$ cat src/rtl/shift_tx_sequencer.sv
// Parallel-to-serial transmit sequencer: takes a word over valid/ready and sends it MSB first,
// one bit per DIV clocks. Defining PARITY_EN appends an even-parity bit to each frame.
module shift_tx_sequencer #(
    parameter int WIDTH = 8,
    parameter int DIV   = 1
) (
    input  logic             clk,
    input  logic             rst_n,
    input  logic [WIDTH-1:0] in_data,
    input  logic             in_valid,
    output logic             in_ready,
    input  logic             abort,
    output logic             ser_out,
    output logic             ser_en,
    output logic             busy,
    output logic             done,
    output logic [1:0]       dbg_state
);

    // Handshake: a word transfers on a posedge where in_valid and in_ready are both high;
    // in_ready is high only in IDLE, so in_data is only looked at on that edge.

    localparam int BW = $clog2(WIDTH + 1);
    localparam int PW = $clog2(DIV + 1);
    localparam logic [BW-1:0] BIT_LAST = BW'(WIDTH - 1);
    localparam logic [PW-1:0] PRE_LAST = PW'(DIV - 1);

    typedef enum logic [1:0] {
        S_IDLE  = 2'd0,
        S_SHIFT = 2'd1,
        S_DONE  = 2'd2
`ifdef PARITY_EN
        ,
        S_PAR   = 2'd3
`endif
    } state_t;

    state_t           state_q;
    state_t           state_d;
    logic [WIDTH-1:0] shreg;
    logic [BW-1:0]    bit_cnt;
    logic [PW-1:0]    pre_cnt;
    logic             ser_out_q;
    logic             bit_end;
    logic             last_bit;
`ifdef PARITY_EN
    logic             parity_q;
`endif

    assign bit_end   = (pre_cnt == PRE_LAST);
    assign last_bit  = (bit_cnt == BIT_LAST);
    assign dbg_state = state_q;

    always_ff @(posedge clk) begin
        if (!rst_n) begin
            state_q <= S_IDLE;
        end else begin
            state_q <= state_d;
        end
    end

    // abort takes priority over the end-of-frame transition
    always_comb begin
        state_d = state_q;
        case (state_q)
            S_IDLE: begin
                if (in_valid) state_d = S_SHIFT;
            end
            S_SHIFT: begin
                if (abort) begin
                    state_d = S_IDLE;
                end else if (bit_end && last_bit) begin
`ifdef PARITY_EN
                    state_d = S_PAR;
`else
                    state_d = S_DONE;
`endif
                end
            end
`ifdef PARITY_EN
            S_PAR: begin
                if (abort) begin
                    state_d = S_IDLE;
                end else if (bit_end) begin
                    state_d = S_DONE;
                end
            end
`endif
            S_DONE:  state_d = S_IDLE;
            default: state_d = S_IDLE;
        endcase
    end

    // ser_out_q is loaded one edge ahead with the bit the next state will present
    always_ff @(posedge clk) begin
        if (!rst_n) begin
            shreg     <= '0;
            bit_cnt   <= '0;
            pre_cnt   <= '0;
            ser_out_q <= 1'b0;
`ifdef PARITY_EN
            parity_q  <= 1'b0;
`endif
        end else begin
            case (state_q)
                S_IDLE: begin
                    if (in_valid) begin
                        shreg     <= in_data;
                        bit_cnt   <= '0;
                        pre_cnt   <= '0;
                        ser_out_q <= in_data[WIDTH-1];
`ifdef PARITY_EN
                        parity_q  <= ^in_data;
`endif
                    end
                end
                S_SHIFT: begin
                    if (abort) begin
                        ser_out_q <= 1'b0;
                        bit_cnt   <= '0;
                        pre_cnt   <= '0;
                    end else if (bit_end) begin
                        pre_cnt <= '0;
                        bit_cnt <= bit_cnt + BW'(1);
                        shreg   <= shreg << 1;
                        if (last_bit) begin
`ifdef PARITY_EN
                            ser_out_q <= parity_q;
`else
                            ser_out_q <= 1'b0;
`endif
                        end else begin
                            ser_out_q <= shreg[WIDTH-2];
                        end
                    end else begin
                        pre_cnt <= pre_cnt + PW'(1);
                    end
                end
`ifdef PARITY_EN
                S_PAR: begin
                    if (abort || bit_end) begin
                        ser_out_q <= 1'b0;
                        pre_cnt   <= '0;
                    end else begin
                        pre_cnt <= pre_cnt + PW'(1);
                    end
                end
`endif
                default: begin
                    ser_out_q <= 1'b0;
                    pre_cnt   <= '0;
                end
            endcase
        end
    end

    always_comb begin
        in_ready = 1'b0;
        ser_en   = 1'b0;
        busy     = 1'b1;
        done     = 1'b0;
        ser_out  = ser_out_q;
        case (state_q)
            S_IDLE: begin
                in_ready = 1'b1;
                busy     = 1'b0;
            end
            S_SHIFT: ser_en = 1'b1;
`ifdef PARITY_EN
            S_PAR:   ser_en = 1'b1;
`endif
            S_DONE:  done   = 1'b1;
            default: busy   = 1'b0;
        endcase
    end

endmodule
$ cat config.mk
export PLATFORM = sky130hd
export DESIGN_NAME = shift_tx_sequencer
export DESIGN_NICKNAME = d
export VERILOG_FILES = /design/src/rtl/shift_tx_sequencer.sv
export SDC_FILE = /design/constraint.sdc
export NUM_CORES = 1
export LEC_CHECK = 0
export ABC_AREA = 1
export ABC_CLOCK_PERIOD_IN_PS = 2510
export BUFFER_PORTS_ARGS = -buffer_cell sky130_fd_sc_hd__buf_2
export CAP_MARGIN = 40
export CELL_PAD_IN_SITES_DETAIL_PLACEMENT = 1
export CELL_PAD_IN_SITES_GLOBAL_PLACEMENT = 2
export CORE_MARGIN = 5
export CORE_UTILIZATION = 29
export CTS_CLUSTER_DIAMETER = 40
export DETAILED_ROUTE_END_ITERATION = 8
export PLACE_DENSITY_LB_ADDON = 0.1
export SETUP_SLACK_MARGIN = 0.1
export SLEW_MARGIN = 20
export SYNTH_ARGS = -nofsm -noshare
export SYNTH_HDL_FRONTEND = slang
export SYNTH_SLANG_ARGS = --single-unit
$ cat constraint.sdc
create_clock -name clk -period 2.51 [get_ports clk]
set_input_delay 0.6275 -clock clk [delete_from_list [all_inputs] [get_ports clk]]
set_output_delay 0.6275 -clock clk [all_outputs]
set_load 0.02 [all_outputs]
==> results_dict.tcl <==
set metrics [dict create \
    yosys_warnings 0 \
    slew_violations 0 \
    rsz0062_at_grt "false" \
    slew_headroom 0.798 \
    startpoint "dbg_state[1]" \
    cts_resized 0 \
    fp.dieW_um 61.1 \
    final_antenna_net_count 0 \
    crit_fanout 5 \
    die_h_um 61.1 \
    avgSynthCellArea_um2 7.20 \
    route.detailed.drc 0 \
    post_drt_wl_per_cell_um 12.0 \
    postCtsHoldBufs 0 \
    wl_met2_um 866 \
    vdd.ir_drop.worst_mv 0.337 \
    rr_endpoint "shreg[4]" \
    gp_congestion 0.687 \
    m1WireLength_um 856 \
    timing.fmax_mhz 549 \
    synth-edff-count 0 \
    firstDrtPassIters 4 \
    nets 141 \
    placed_cells 150 \
    synthTopCellsByArea "dfxtp_1, nand2_1, a21oi_1, inv_1, ha_1" \
    switching_share 0.425 \
    setup_viol 0 \
    period_needed_ns 1.82 \
    coreArea_um2 2480 \
    synth.net_count 121 \
    antenna_found_initial 0 \
    cts-root-buf "clkbuf_4" \
    drt-initial-drc-count 14 \
    endpoint_kind "output pin" \
    cts_tree "yes" \
    clock_path_buffers 2 \
    insertedDiodeCount 0 \
    synthDistinctLibCells 20 \
    arrival_ns 1.19 \
    seq_power_share 0.361 \
    netlist_instances 105 \
    cp.required_ns 1.88 \
    worstHoldPathCells 2 \
    yosysTopAreaCell "dfxtp_1" \
    synth_async_sr_flop_share 0 \
    cts_buffers 3 \
    synthesis.area_um2 756 \
    grt_pass1_vias 737 \
    cts.sink_count 14 \
    p_clk_frac 0.202 \
    path_class "reg -> out" \
    io_buffers 18 \
    rr_worst_depth 7 \
    fill_cells 330 \
    syn_to_final_growth_pct 18.0 \
    fp-row-count 18 \
    yosysSeqAreaShare 0.371 \
    die_area_um2 3730 \
    wl_met3_um 103 \
    r2r_setup_slack_ns 0.97 \
    max_cap_violations 0 \
    skew_ns 0.00353 \
    synth_flop_cell "dfxtp_1" \
    intPower_w 0.000476 \
    cts_setup_buffers 0 \
    synth_common_cells "nand2_1, dfxtp_1, inv_1" \
    hold_viol 0 \
    startpoint_type "register" \
    p_switching_w 0.000352 \
    vias_per_cell 4.67 \
    crit_path_end "ser_en" \
    ios 19 \
    final_cell_count_no_fill 154 \
    powerDensity_nw_per_um2 928 \
    tightest_slew_ns 0.301 \
    yosysMostFrequentCell "nand2_1" \
    setup-tns-final_ns 0 \
    postSynthRegisterBits 14 \
    synth_top_area_frac 0.371 \
    top_layer "met4" \
    track_usage 0.120 \
    grt-ovfl-total 0 \
    clock_latency_ns 0.28 \
    hp-class "reg -> reg" \
    drive_above_1_share 0.250 \
    p_leak_nw 0.425 \
    htreeDepth 1 \
    period_share 0.726 \
    p_comb_frac 0.436 \
    r2r_start "dbg_state[1]" \
    initial_core_util 0.305 \
    grt_max_degree 14 \
    wl_um 1850 \
    grt_pass1_wl_um 3280 \
    dp_hpwl_um 1500 \
    status "finished, final reports clean" \
    num_vias 719 \
    clkTransAtPathRegs_ns 0.09 \
]
## cells in the final DEF (no fill, tap or decap)
| cell type | count |
|---|---|
| a21oi_1 | 12 |
| o21ai_0 | 4 |
| clkbuf_8 | 1 |
| o21ai_2 | 1 |
| buf_2 | 18 |
| nand2_1 | 26 |
| clkbuf_4 | 3 |
| nor3_1 | 3 |
| inv_1 | 14 |
| nand3_1 | 4 |
| nor2_2 | 1 |
| nor2_4 | 1 |
| o21ai_1 | 8 |
| dfxtp_1 | 14 |
| nand2_2 | 1 |
| inv_6 | 1 |
| inv_2 | 1 |
| nand2_4 | 2 |
| nand3_2 | 1 |
| ha_1 | 4 |
| nor2_1 | 4 |
## critical path, cell delays in order, from the launching register on
cell,delay [ns]
dfxtp_1,0.34
inv_1,0.09
ha_1,0.28
buf_2,0.21
## layer usage
layer	GRT usage	up-vias
met1	0.143	330
met2	0.201	17
li1	-	370
met3	0.0314	2
met5	0	-
met4	0.0557	0
## flip-flops by register name, indices dropped and copies added (netlist names)
signal and cells:
shreg 7, bit_cnt 4, dbg_state 2, ser_out 1
## how the worst min path moves through the flow
stage	start	to	slack (ns)
3_5_place_dp	shreg[1]	shreg[1]	0.45
2_1_floorplan	shreg[4]	shreg[4]	0.43
6_report	shreg[4]	shreg[4]	0.46
3_3_place_gp	shreg[4]	shreg[4]	0.44
5_1_grt	shreg[1]	shreg[1]	0.50
4_1_cts	shreg[1]	shreg[1]	0.47
## final cells by class
| class | instances | area (µm²) | share of cell area |
|---|---|---|---|
| multi-input cells | 72 | 383 | 0.429 |
| clock buffers | 4 | 36.3 | 0.0407 |
| well taps | 30 | 37.5 | 0.0421 |
| inverters | 16 | 65.1 | 0.0729 |
| repair buffers | 18 | 90.1 | 0.101 |
| flip-flops and latches | 14 | 280 | 0.314 |
## logic make-up after synthesis
family                     count (synthesis)  synth area share
DFF                                       14             0.371
AOI/OAI and AO/OA                         25             0.171
adders and majority gates                  4            0.0662
buffers and inverters                     19             0.123
and+or+nand+nor                           43             0.270
## power by group through the flow
stage	Combinational [W]	Clock, W	Sequential (W)
after floorplan	0.000290	0	0.000312
after global placement	0.000363	0	0.000303
after detailed placement	0.000368	0	0.000305
after CTS	0.000371	0.000177	0.000300
after global routing	0.000414	0.000187	0.000307
final	0.000361	0.000168	0.000299
## metrics by stage
stage | hold WS, ns | util | instance area, µm² | setup slack [ns] | power, W
6_report | 0.460 | 0.360 | 892 | 0.688 | 0.000828
4_1_cts | 0.467 | 0.360 | 892 | 0.666 | 0.000848
5_1_grt | 0.499 | 0.360 | 892 | 0.594 | 0.000907
3_3_place_gp | 0.445 | 0.345 | 856 | 1.02 | 0.000666
3_5_place_dp | 0.450 | 0.345 | 856 | 0.951 | 0.000673
2_1_floorplan | 0.425 | - | 756 | 0.953 | 0.000603
No activity file was read; power rests on OpenSTA's default activity.
